File: config.mk
export PLATFORM = sky130hd
export DESIGN_NAME = glb_port_arbiter
export DESIGN_NICKNAME = d
export VERILOG_FILES = /design/src/rtl/glb_arb_pkg.sv /design/src/rtl/glb_port_arbiter_rr.sv /design/src/rtl/glb_port_arbiter.sv
export SDC_FILE = /design/constraint.sdc
export NUM_CORES = 1
export LEC_CHECK = 0
export BUFFER_PORTS_ARGS = -buffer_cell sky130_fd_sc_hd__buf_2
export CAP_MARGIN = 10
export CORE_MARGIN = 1
export CORE_UTILIZATION = 45
export CTS_CLUSTER_SIZE = 20
export DETAILED_ROUTE_END_ITERATION = 7
export PLACE_DENSITY = 0.75
export SLEW_MARGIN = 20
export SYNTH_ARGS = -nofsm -noshare
export SYNTH_HDL_FRONTEND = slang
export SYNTH_SLANG_ARGS = --single-unit
File: constraint.sdc
create_clock -name clk -period 5.69 [get_ports clk]
set_clock_uncertainty 0.1 [all_clocks]
set_input_delay 0.569 -clock clk [delete_from_list [all_inputs] [get_ports clk]]
set_output_delay 0.569 -clock clk [all_outputs]
set_load 0.05 [all_outputs]
File: src/rtl/glb_arb_pkg.sv
// Shared types and constants for the GLB port arbiter.
// Defines the stream ids and the read-response tag.
package glb_arb_pkg;

    typedef enum logic [1:0] {STR_IFMAP, STR_FILTER, STR_IPSUM, STR_OPSUM} stream_e;

    localparam int NUM_STREAMS    = 4;
    localparam int NUM_RD_STREAMS = 3;

    typedef struct packed {
        logic    v;
        stream_e id;
    } rsp_tag_t;

endpackage

File: src/rtl/glb_port_arbiter_rr.sv
// Generic combinational round-robin arbiter.
// It grants the first requester found at or after ptr, searching upward with wraparound.
module rr_arbiter #(
    parameter int N = 4
) (
    input  logic [N-1:0]         req,
    input  logic [$clog2(N)-1:0] ptr,
    output logic [N-1:0]         gnt
);

    logic                 found;
    logic [$clog2(N)-1:0] idx;

    always_comb begin
        gnt   = '0;
        found = 1'b0;
        idx   = '0;
        for (int off = 0; off < N; off++) begin
            idx = $clog2(N)'((int'(ptr) + off) % N);
            if (!found && req[idx]) begin
                gnt[idx] = 1'b1;
                found    = 1'b1;
            end
        end
    end

endmodule

File: src/rtl/glb_port_arbiter.sv
// Arbitrates four processing-unit streams onto one single-port GLB SRAM.
// Read data returns to the requesting stream in grant order.
module glb_port_arbiter
    import glb_arb_pkg::*;
#(
    parameter int ADDR_WIDTH   = 20,
    parameter int DATA_WIDTH   = 16,
    parameter int READ_LATENCY = 1,
    parameter int CNT_WIDTH    = 16
) (
    input  logic                              clk,
    input  logic                              reset,
    input  logic                              cfg_wr_prio,
    input  logic [NUM_STREAMS-1:0]            req_valid,
    output logic [NUM_STREAMS-1:0]            req_ready,
    input  logic [NUM_STREAMS*ADDR_WIDTH-1:0] req_addr,
    input  logic [DATA_WIDTH-1:0]             wr_data,
    output logic [NUM_RD_STREAMS-1:0]         rsp_valid,
    output logic [DATA_WIDTH-1:0]             rsp_data,
    output logic                              sram_en,
    output logic                              sram_we,
    output logic [ADDR_WIDTH-1:0]             sram_addr,
    output logic [DATA_WIDTH-1:0]             sram_wdata,
    input  logic [DATA_WIDTH-1:0]             sram_rdata,
    input  logic                              clear_stats,
    output logic [NUM_STREAMS*CNT_WIDTH-1:0]  grant_cnt
);

    logic [NUM_STREAMS-1:0] rr_gnt;
    logic [NUM_STREAMS-1:0] gnt;
    logic [1:0]             ptr;
    logic [1:0]             gnt_idx;
    logic [ADDR_WIDTH-1:0]  sel_addr;
    rsp_tag_t               tag_q [READ_LATENCY+1];
    logic [CNT_WIDTH-1:0]   cnt_q [NUM_STREAMS];

    rr_arbiter #(.N(NUM_STREAMS)) u_rr (
        .req (req_valid),
        .ptr (ptr),
        .gnt (rr_gnt)
    );

    // Requests seen while reset is asserted must not handshake.
    always_comb begin
        if (reset)
            gnt = '0;
        else if (cfg_wr_prio && req_valid[3])
            gnt = 4'b1000;
        else
            gnt = rr_gnt;
    end

    assign req_ready = gnt;

    always_comb begin
        gnt_idx  = '0;
        sel_addr = '0;
        for (int i = 0; i < NUM_STREAMS; i++) begin
            if (gnt[i]) begin
                gnt_idx  = 2'(i);
                sel_addr = req_addr[i*ADDR_WIDTH +: ADDR_WIDTH];
            end
        end
    end

    always_ff @(posedge clk or posedge reset) begin
        if (reset) begin
            ptr        <= '0;
            sram_en    <= 1'b0;
            sram_we    <= 1'b0;
            sram_addr  <= '0;
            sram_wdata <= '0;
        end else begin
            sram_en <= |gnt;
            sram_we <= gnt[3];
            if (|gnt) begin
                ptr        <= gnt_idx + 2'd1;
                sram_addr  <= sel_addr;
                sram_wdata <= wr_data;
            end
        end
    end

    // Stage 0 lines up with the SRAM command; stage READ_LATENCY lines up with sram_rdata.
    always_ff @(posedge clk or posedge reset) begin
        if (reset) begin
            for (int k = 0; k <= READ_LATENCY; k++)
                tag_q[k] <= '0;
        end else begin
            tag_q[0].v  <= (|gnt) && !gnt[3];
            tag_q[0].id <= stream_e'(gnt_idx);
            for (int k = 1; k <= READ_LATENCY; k++)
                tag_q[k] <= tag_q[k-1];
        end
    end

    always_comb begin
        rsp_valid = '0;
        rsp_data  = '0;
        if (tag_q[READ_LATENCY].v) begin
            rsp_data = sram_rdata;
            for (int i = 0; i < NUM_RD_STREAMS; i++)
                rsp_valid[i] = (int'(tag_q[READ_LATENCY].id) == i);
        end
    end

    always_ff @(posedge clk or posedge reset) begin
        if (reset) begin
            for (int i = 0; i < NUM_STREAMS; i++)
                cnt_q[i] <= '0;
        end else begin
            for (int i = 0; i < NUM_STREAMS; i++) begin
                if (clear_stats)
                    cnt_q[i] <= '0;
                else if (gnt[i] && (cnt_q[i] != '1))
                    cnt_q[i] <= cnt_q[i] + 1'b1;
            end
        end
    end

    for (genvar i = 0; i < NUM_STREAMS; i++) begin : g_cnt_out
        assign grant_cnt[i*CNT_WIDTH +: CNT_WIDTH] = cnt_q[i];
    end

endmodule

After elaboration in Yosys (flattened, before gate mapping)

Cells that the tools add are included.

Magnitude comparators: 8
Div/mod/pow operators: 0
Shift-type cells: 0
$add $sub $neg: 8
Bitwise logic cells: 3
Reduce and logical (&&, ||, !) cells: 23
Eq/ne operators: 6
Multipliers: 0
Mux-type cells: 42

Operator list:

| cell                                                              | count |
|---|---|
| two-way mux 16 bit                                                | 9 |
| two-way mux 20 bit                                                | 4 |
| adder 16 x 1 -> 16 bit, second input constant                     | 4 |
| inequality test 16 bit, second input constant                     | 4 |
| two-way mux 4 bit                                                 | 6 |
| logical AND 1 bit                                                 | 13 |
| < comparator 2 x 3 -> 1 bit, second input constant                | 4 |
| two-way mux 1 bit                                                 | 12 |
| OR 4 bit                                                          | 3 |
| binary-select mux 1 bit (select 2 bit)                            | 4 |
| demux 1 bit (select 2 bit)                                        | 4 |
| greater-or-equal comparator 2 x 1 -> 1 bit, second input constant | 4 |
| nonzero test 2 bit                                                | 4 |
| adder 2 x 1 -> 2 bit, second input constant                       | 2 |
| adder 2 bit, second input constant                                | 2 |
| == test 2 bit, second input constant                              | 2 |
| zero test 1 bit                                                   | 4 |
| two-way mux 2 bit                                                 | 2 |
| OR reduction 4 bit                                                | 1 |
| two-way mux 3 bit                                                 | 1 |
| zero test 2 bit                                                   | 1 |

Memories: 0
Bits in registers: 110
Logic and storage cells: 103
Input bits: 120
Bits in latches: 0
ROM bits: 0
Bits in writable memories: 0
Output and inout port bits: 125

Longest topological paths before layout

Gate-level depths: netlist of the first run.

Depth after elaboration: 18
Depth in mapped cells: 12
Gate-level depth less buffers: 10

By module

From an unflattened synthesis of the first run, not the netlist that was laid out.

Cells, all modules: 693
Area total of the unflattened synthesis: 6389.9 um2

By module, submodules not included:

| module           | instances | cells an instance | area an instance (um2) |
|---|---|---|---|
| glb_port_arbiter | 1         | 657               | 6052.1 |
| rr_arbiter       | 1         | 36                | 337.8 |

Worst setup path after synthesis of the first run

Ideal clock, no wire load.

Path type: input -> output
Start: in reset
End: out req_ready[2]
Path buffers: 1
Arrival time: 4501 ps
Setup slack: 520 ps
Cell stages on the path: 4
Data required time: 5021 ps
Path through: inv_1 -> nand2_1 -> a21oi_2 -> clkbuf_1

Cells in the longest elaborated chain, start to end: 1

RTL lines:

| element            | line                   | text |
|---|---|---|
| start: declaration | glb_port_arbiter.sv:12 | `input logic reset,` |
| two-way mux 4 bit  | glb_port_arbiter.sv:45 | `if (reset)` |
| end: declaration   | glb_port_arbiter.sv:15 | `output logic [NUM_STREAMS-1:0] req_ready,` |

No other way between the ends.

Final worst setup path of the first run

Start: reg ptr[0]
End: out req_ready[3]

Cells in the longest elaborated chain, start to end: 14
Elaborated cells between the ends (all ways): 49
Those cells by class: add/sub (3); order compare (8); mux (25); bitwise (3); reduce/logical (10)

RTL lines:

| element                                                                              | line                      | text |
|---|---|---|
| start: declaration                                                                   | glb_port_arbiter.sv:31    | `logic [1:0] ptr;` |
| start signal: assignment                                                             | glb_port_arbiter.sv:77    | `ptr <= gnt_idx + 2'd1;` |
| parallel branches: the longest is 11 deep, another holds < comparator 2 x 3 -> 1 bit | --                        |  |
| two-way mux 4 bit *                                                                  | glb_port_arbiter_rr.sv:20 | `if (!found && req[idx]) begin` |
| two-way mux 4 bit *                                                                  | glb_port_arbiter.sv:47    | `else if (cfg_wr_prio && req_valid[3])` |
| two-way mux 4 bit *                                                                  | glb_port_arbiter.sv:45    |  |

Every way passes the cells marked *. The select of a mux whose other input is x is not followed.

==> impl_results.md, run 1 <==
- Die Span X: 117 µm
- Synth unique cells: 53
- Avg Vias per Cell: 5.31
- F_max: 224 MHz
- CTS Sinks: 110
- First-pass GRT wire length: 23.4 mm
- Max-slew headroom: 25.9%
- Core footprint: 12800 µm²
- Leading area contributor after synthesis: dfrtp_1
- Initial Util: 46.8%
- Final TNS setup: 0 ns
- Layout cells sized above 1: 34.6%
- Antenna cells: 0
- Synthesized area: 5980 µm²
- CTS Buf Count: 9
- Crit-path max FO: 38
- DRT antenna net count: 0
- Fin. Hold Viols: 0
- Area contributors post-synth: dfrtp_1 46%, xor2_1 5.7%, nor2_1 5.3%, mux2_1 3.2%, a221oi_1 2.9%
- Status: completed
- Sequential share of the synthesized area: 46.0%
- Via count: 5403
- Leakage: 4.00 nW
- Nets@finish: 971
- Most common cell after layout, fill and taps aside: buf_2
- Data arrival, critical path: 3.79 ns
- WP data required: 5.02 ns
- Power per Cell Area: 477 nW/µm²
- DPL Wire Length: 11.0 mm
- Initial antenna violation count: 0
- Most frequent cells in the layout: 244 x buf_2, 110 x dfrtp_1, 84 x nor2_1, 42 x nand2_1, 39 x xor2_1
- Worst setup path class: flop to output port
- DRT iter0 DRCs: 366
- Die Height: 117 µm
- Detailed Routing Iterations Pass 1: 4
- GP Congestion: 0.842
- Synth Flop Type: dfrtp_1
- Clk root buf: clkbuf_16
- CP Launch Type: flop
- Final worst-path cycle share: 78.4%
- Total GRT Usage: 22.0%
- Max VDD drop: 0.289 mV
- Final Total Pwr: 3.66 mW
- Critical path endpoint category: output port
- Syn_nets: 744
- PortBufs: 244
- WL/cell: 15.2 µm
- FP Rows: 41
- EDFF count, synth: 0
- Final setup fails: 0
- Tmin final: 4.46 ns
- Max_cap viols: 0
- Number of global-route vias before repair: 4767
- Yosys warning count: 0
- Yosys top cell area share: 46.0%
- Clk buf depth: 2
- Reg clk slew, reported paths: 0.07 ns
- # IOs: 245
- Resized cells post-CTS: 0
- H-tree Lvls: 3
- P&R area growth vs syn: 28.1%
- CTS tree: yes
- Avg Inst Size Synth: 9.75 µm²
- Max-slew violations: 0
- Routed WL: 15.5 mm
- RSZ-0062 raised after global routing: no
- Number of setup buffers added after CTS: 0
- Async S/R FF share, synth: 100%
- Congestion Overflow GR: 0
- Class of the worst hold path: flop to flop
- CTS Hold Bufs: 0
- Number of synthesized register bits: 110
- Die area: 13700 µm²
- Latest clock arrival within the worst-skew pair: 0.35 ns
- DRC violations left: 0
- FILL cells: 1117
- Largest net degree at the start of global routing: 72
- Tightest Pin Transition: 1.11 ns
- Synthesized netlist cell count: 613
logic make-up after synthesis:
logic type,Yosys count,synth area share [%]
AOI/OAI and AO/OA,98,12.3
muxes,24,5.04
and+or+nand+nor,270,23.6
xor gates and xnor gates,49,7.18
DFF,110,46.0
adders and majority gates,11,2.30
buffers and inverters,51,3.56
worst paths after layout:
check / slack, ns / startpoint / to / cells after the start
hold / removal: 0.25 / tag_q[4] / tag_q[1] / 0
min in group asynchronous: 0.27 / reset / grant_cnt[14] / 2
setup reg to reg: 1.47 / ptr[0] / sram_addr[13] / 9
max in group asynchronous: 4.10 / reset / grant_cnt[26] / 3
setup / recovery: 1.23 / ptr[0] / req_ready[3] / 9
hold reg to reg: 0.25 / tag_q[4] / tag_q[1] / 0
synthesized netlist by cell type, types with 3 or more instances:
master / number
dfrtp_1: 110
nor2_1: 84
nand2_1: 42
xor2_1: 39
nand4_1: 27
o21ai_1: 24
and2_1: 23
clkbuf_1: 23
nand3_1: 23
and3_1: 22
a21o_1: 21
a221oi_1: 20
mux2_1: 17
inv_1: 13
buf_2: 11
ha_1: 11
a21oi_1: 10
xnor2_1: 10
and4_1: 8
nor2b_1: 7
a31o_2: 5
nor3_1: 5
nor4_1: 5
nand2b_1: 4
a32oi_1: 3
mux4_2: 3
o21ai_0: 3
or2_2: 3
worst max-delay path: stages, from the launching register on:
cell and delay (ns):
dfrtp_1 0.49, inv_1 0.22, ha_1 0.39, or3b_1 0.41, a2111oi_4 0.45, o21ai_1 0.13, a31o_2 0.44, inv_2 0.15
buf_4 0.38, buf_2 0.34
state kept, by name, indices dropped and copies added (netlist names):
name / cells
grant_cnt: 64
sram_addr: 20
sram_wdata: 16
tag_q: 6
ptr: 2
sram_en: 1
sram_we: 1
power by group:
part | internal, mW | leakage, nW | switching, mW | total, mW
clock network | 0.402 | 0.158 | 0.287 | 0.689
registers | 0.968 | 1.44 | 0.118 | 1.09
logic | 0.555 | 2.40 | 1.33 | 1.88
total | 1.92 | 4.00 | 1.73 | 3.66
through the flow:
stage          hold slack (ns)  instances  area [µm²]  util, %  setup WS, ns
2_1_floorplan            0.231        613        5980        -         0.520
3_3_place_gp             0.234       1000        7320     57.3          1.51
3_5_place_dp             0.237       1000        7320     57.3          1.41
4_1_cts                  0.254       1016        7650     59.9          1.21
5_1_grt                  0.263       1017        7660     60.0          1.00
6_report                 0.251       1017        7660     60.0          1.23
routing by layer:
layer | part of all wire, % | up-vias | GRT usage [%]
met2 | 49 | 149 | 35.5
li1 | - | 2616 | -
met4 | 1.6 | 0 | 8.61
met3 | 4.8 | 19 | 3.96
met1 | 44 | 2619 | 29.5
met5 | 0 | - | 0
layout make-up:
type                       count  area [µm²]  share of cell area (%)
tap                          172         215                    2.81
inverter                      15        58.8                   0.768
sequential                   110        2750                    35.9
multi-input combinational    452        3020                    39.4
clock inverter                 4        77.6                    1.01
clock buffer                  12         246                    3.22
timing repair buffer         252        1290                    16.8
No activity file was read; power rests on OpenSTA's default activity.
==> inputs of run 2 (changes only) <==
--- a/config.mk
+++ b/config.mk
@@ -8,10 +8,10 @@
 export BUFFER_PORTS_ARGS = -buffer_cell sky130_fd_sc_hd__buf_2
 export CAP_MARGIN = 10
 export CORE_MARGIN = 1
-export CORE_UTILIZATION = 45
+export CORE_UTILIZATION = 44
 export CTS_CLUSTER_SIZE = 20
 export DETAILED_ROUTE_END_ITERATION = 7
-export PLACE_DENSITY = 0.75
+export PLACE_DENSITY = 0.77
 export SLEW_MARGIN = 20
 export SYNTH_ARGS = -nofsm -noshare
 export SYNTH_HDL_FRONTEND = slang
==> constraint.sdc (replaced) <==
create_clock -name clk -period 3.8 [get_ports clk]
set_clock_uncertainty 0.1 [all_clocks]
set_input_delay 0.38 -clock clk [delete_from_list [all_inputs] [get_ports clk]]
set_output_delay 0.38 -clock clk [all_outputs]
set_load 0.05 [all_outputs]
==> run 2 against run 1 <==
Clock power rose by 49%; utilization decreased by 1.5 points; flip-flop and latch count unchanged; worst setup slack worse by 1.1 ns; worst hold slack got worse by 0.13 ns.
==> impl_results.md, run 2 (synthesis results as in run 1) <==
- Status: completed
- CTS tree: yes
- Cell Count, Final, Fillers Out: 1031
- Resized cells post-CTS: 0
- First-pass GRT wire length: 25.8 mm
- Initial Util: 45.1%
- Routed WL: 16.1 mm
- Number of global-route vias before repair: 5256
- Tightest Pin Transition: 0.880 ns
- Worst setup path class: flop to output port
- Congestion Overflow GR: 0
- FP Rows: 42
- GP Congestion: 0.847
- Core footprint: 13200 µm²
- Max-slew headroom: 41.4%
- Max VDD drop: 0.363 mV
- Leakage: 4.04 nW
- Avg Vias per Cell: 5.36
- Clk root buf: clkbuf_16
- Layout cells sized above 1: 35.5%
- Most common cell after layout, fill and taps aside: buf_2
- DRC violations left: 0
- Power share of the clock group: 18.5%
- Comb power frac: 52.3%
- Number of setup buffers added after CTS: 0
- Data arrival, critical path: 3.16 ns
- Reg2Reg Launch Point: ptr[1]
- Via count: 5526
- # IOs: 245
- DRT iter0 DRCs: 295
- CTS Hold Bufs: 0
- CP Launch Type: flop
- DPL Wire Length: 11.7 mm
- Final setup fails: 0
- F_max: 274 MHz
- Max reg flops: 64
- P_int: 2.90 mW
- Reg clk slew, reported paths: 0.07 ns
- H-tree Lvls: 3
- Die Span X: 119 µm
- Critical path endpoint category: output port
- Die area: 14100 µm²
- WL/cell: 15.6 µm
- RSZ-0062 raised after global routing: no
- Max-slew violations: 0
- Initial antenna violation count: 1
- Fin. Hold Viols: 0
- Sw Share: 47.5%
- Placed cells: 1014
- Largest net degree at the start of global routing: 71
- CTS Buf Count: 9
- DRT antenna net count: 0
- Max_cap viols: 0
- Reg-to-reg slack, setup: 0.24 ns
- Nets@finish: 980
- PortBufs: 244
- P&R area growth vs syn: 29.5%
- Power per Cell Area: 715 nW/µm²
- Most frequent cells in the layout: 243 x buf_2, 110 x dfrtp_1, 84 x nor2_1, 42 x nand2_1, 39 x xor2_1
- Final TNS setup: 0 ns
- Total GRT Usage: 23.0%
- Worst Reg-to-Reg Cells: 10
- Flop pwr share: 29.1%
- Detailed Routing Iterations Pass 1: 4
- Crit-path max FO: 20
- Die Height: 119 µm
- Worst R2R End: sram_wdata[1]
- Switch Pwr: 2.63 mW
- Tmin final: 3.64 ns
- WP data required: 3.32 ns
- Latest clock arrival within the worst-skew pair: 0.35 ns
- Class of the worst hold path: primary input to async pin
- Hold slack: 0.118 ns
- CTS Sinks: 110
- Final worst-path cycle share: 95.9%
- Clk buf depth: 2
[run 2: changes by cell type in the layout (fill, tap and decap cells not counted), sizes merged]
cell	previous run	this run
clkbuf	13	10
diode	0	1
inv	17	14
clkinvlp	0	1
clkinv	0	5
buf	251	260
[run 2: worst max path at each step]
stage / start / to / slack (ns) / cells past startpoint
final: ptr[1] / req_ready[3] / 0.16 / 8
after global routing: ptr[1] / req_ready[3] / 0.01 / 8
after CTS: ptr[1] / req_ready[3] / 0.05 / 8
after detailed placement: ptr[1] / sram_wdata[1] / 0.22 / 10
after global placement: ptr[1] / sram_wdata[12] / 0.40 / 10
after floorplan: reset / sram_addr[0] / 0.02 / 7
[run 2: per-layer routing]
layer	share of wire, %	routed length [µm]	GRT usage [%]	vias up
met5	0	0	0	-
met4	2.2	349	9.57	0
met3	5.7	923	4.39	27
met2	49	7890	37.9	211
met1	43	6930	29.6	2645
li1	-	-	-	2643
[run 2: area by class of cell]
cell class                      count  area, µm²
Tap cell                          176        220
Clock buffer                        9        225
Multi-Input combinational cell    452       3020
Sequential cell                   110       2750
Clock inverter                      7       96.3
Antenna cell                        1       2.50
Inverter                           15       61.3
Fill cell                        1195       5500
Timing Repair Buffer              261       1360
[run 2: power by group through the flow]
stage          combinational, mW  sequential, mW  clock [mW]
3_3_place_gp                2.86            1.62           0
2_1_floorplan               1.40            2.41           0
3_5_place_dp                2.92            1.64           0
5_1_grt                     3.08            1.65        1.10
6_report                    2.90            1.61        1.03
4_1_cts                     2.92            1.62        1.05
[run 2: through the flow]
step                power (mW)  util, %  setup slack (ns)  area, µm²
finish                    5.53     58.5             0.155       7740
detailed placement        4.55     56.0             0.220       7420
global route              5.83     58.5            0.0122       7740
CTS                       5.59     58.4            0.0462       7740
floorplan                 3.82        -            0.0249       5980
global placement          4.49     56.0             0.398       7420
[run 2: worst max-delay path: stages (launching register included)]
cell and delay (ns):
dfrtp_1 0.47, inv_1 0.15, ha_1 0.36, or3b_1 0.41, a2111oi_4 0.46, o21ai_1 0.13
a31o_2 0.28, clkinv_2 0.24, clkbuf_4 0.31
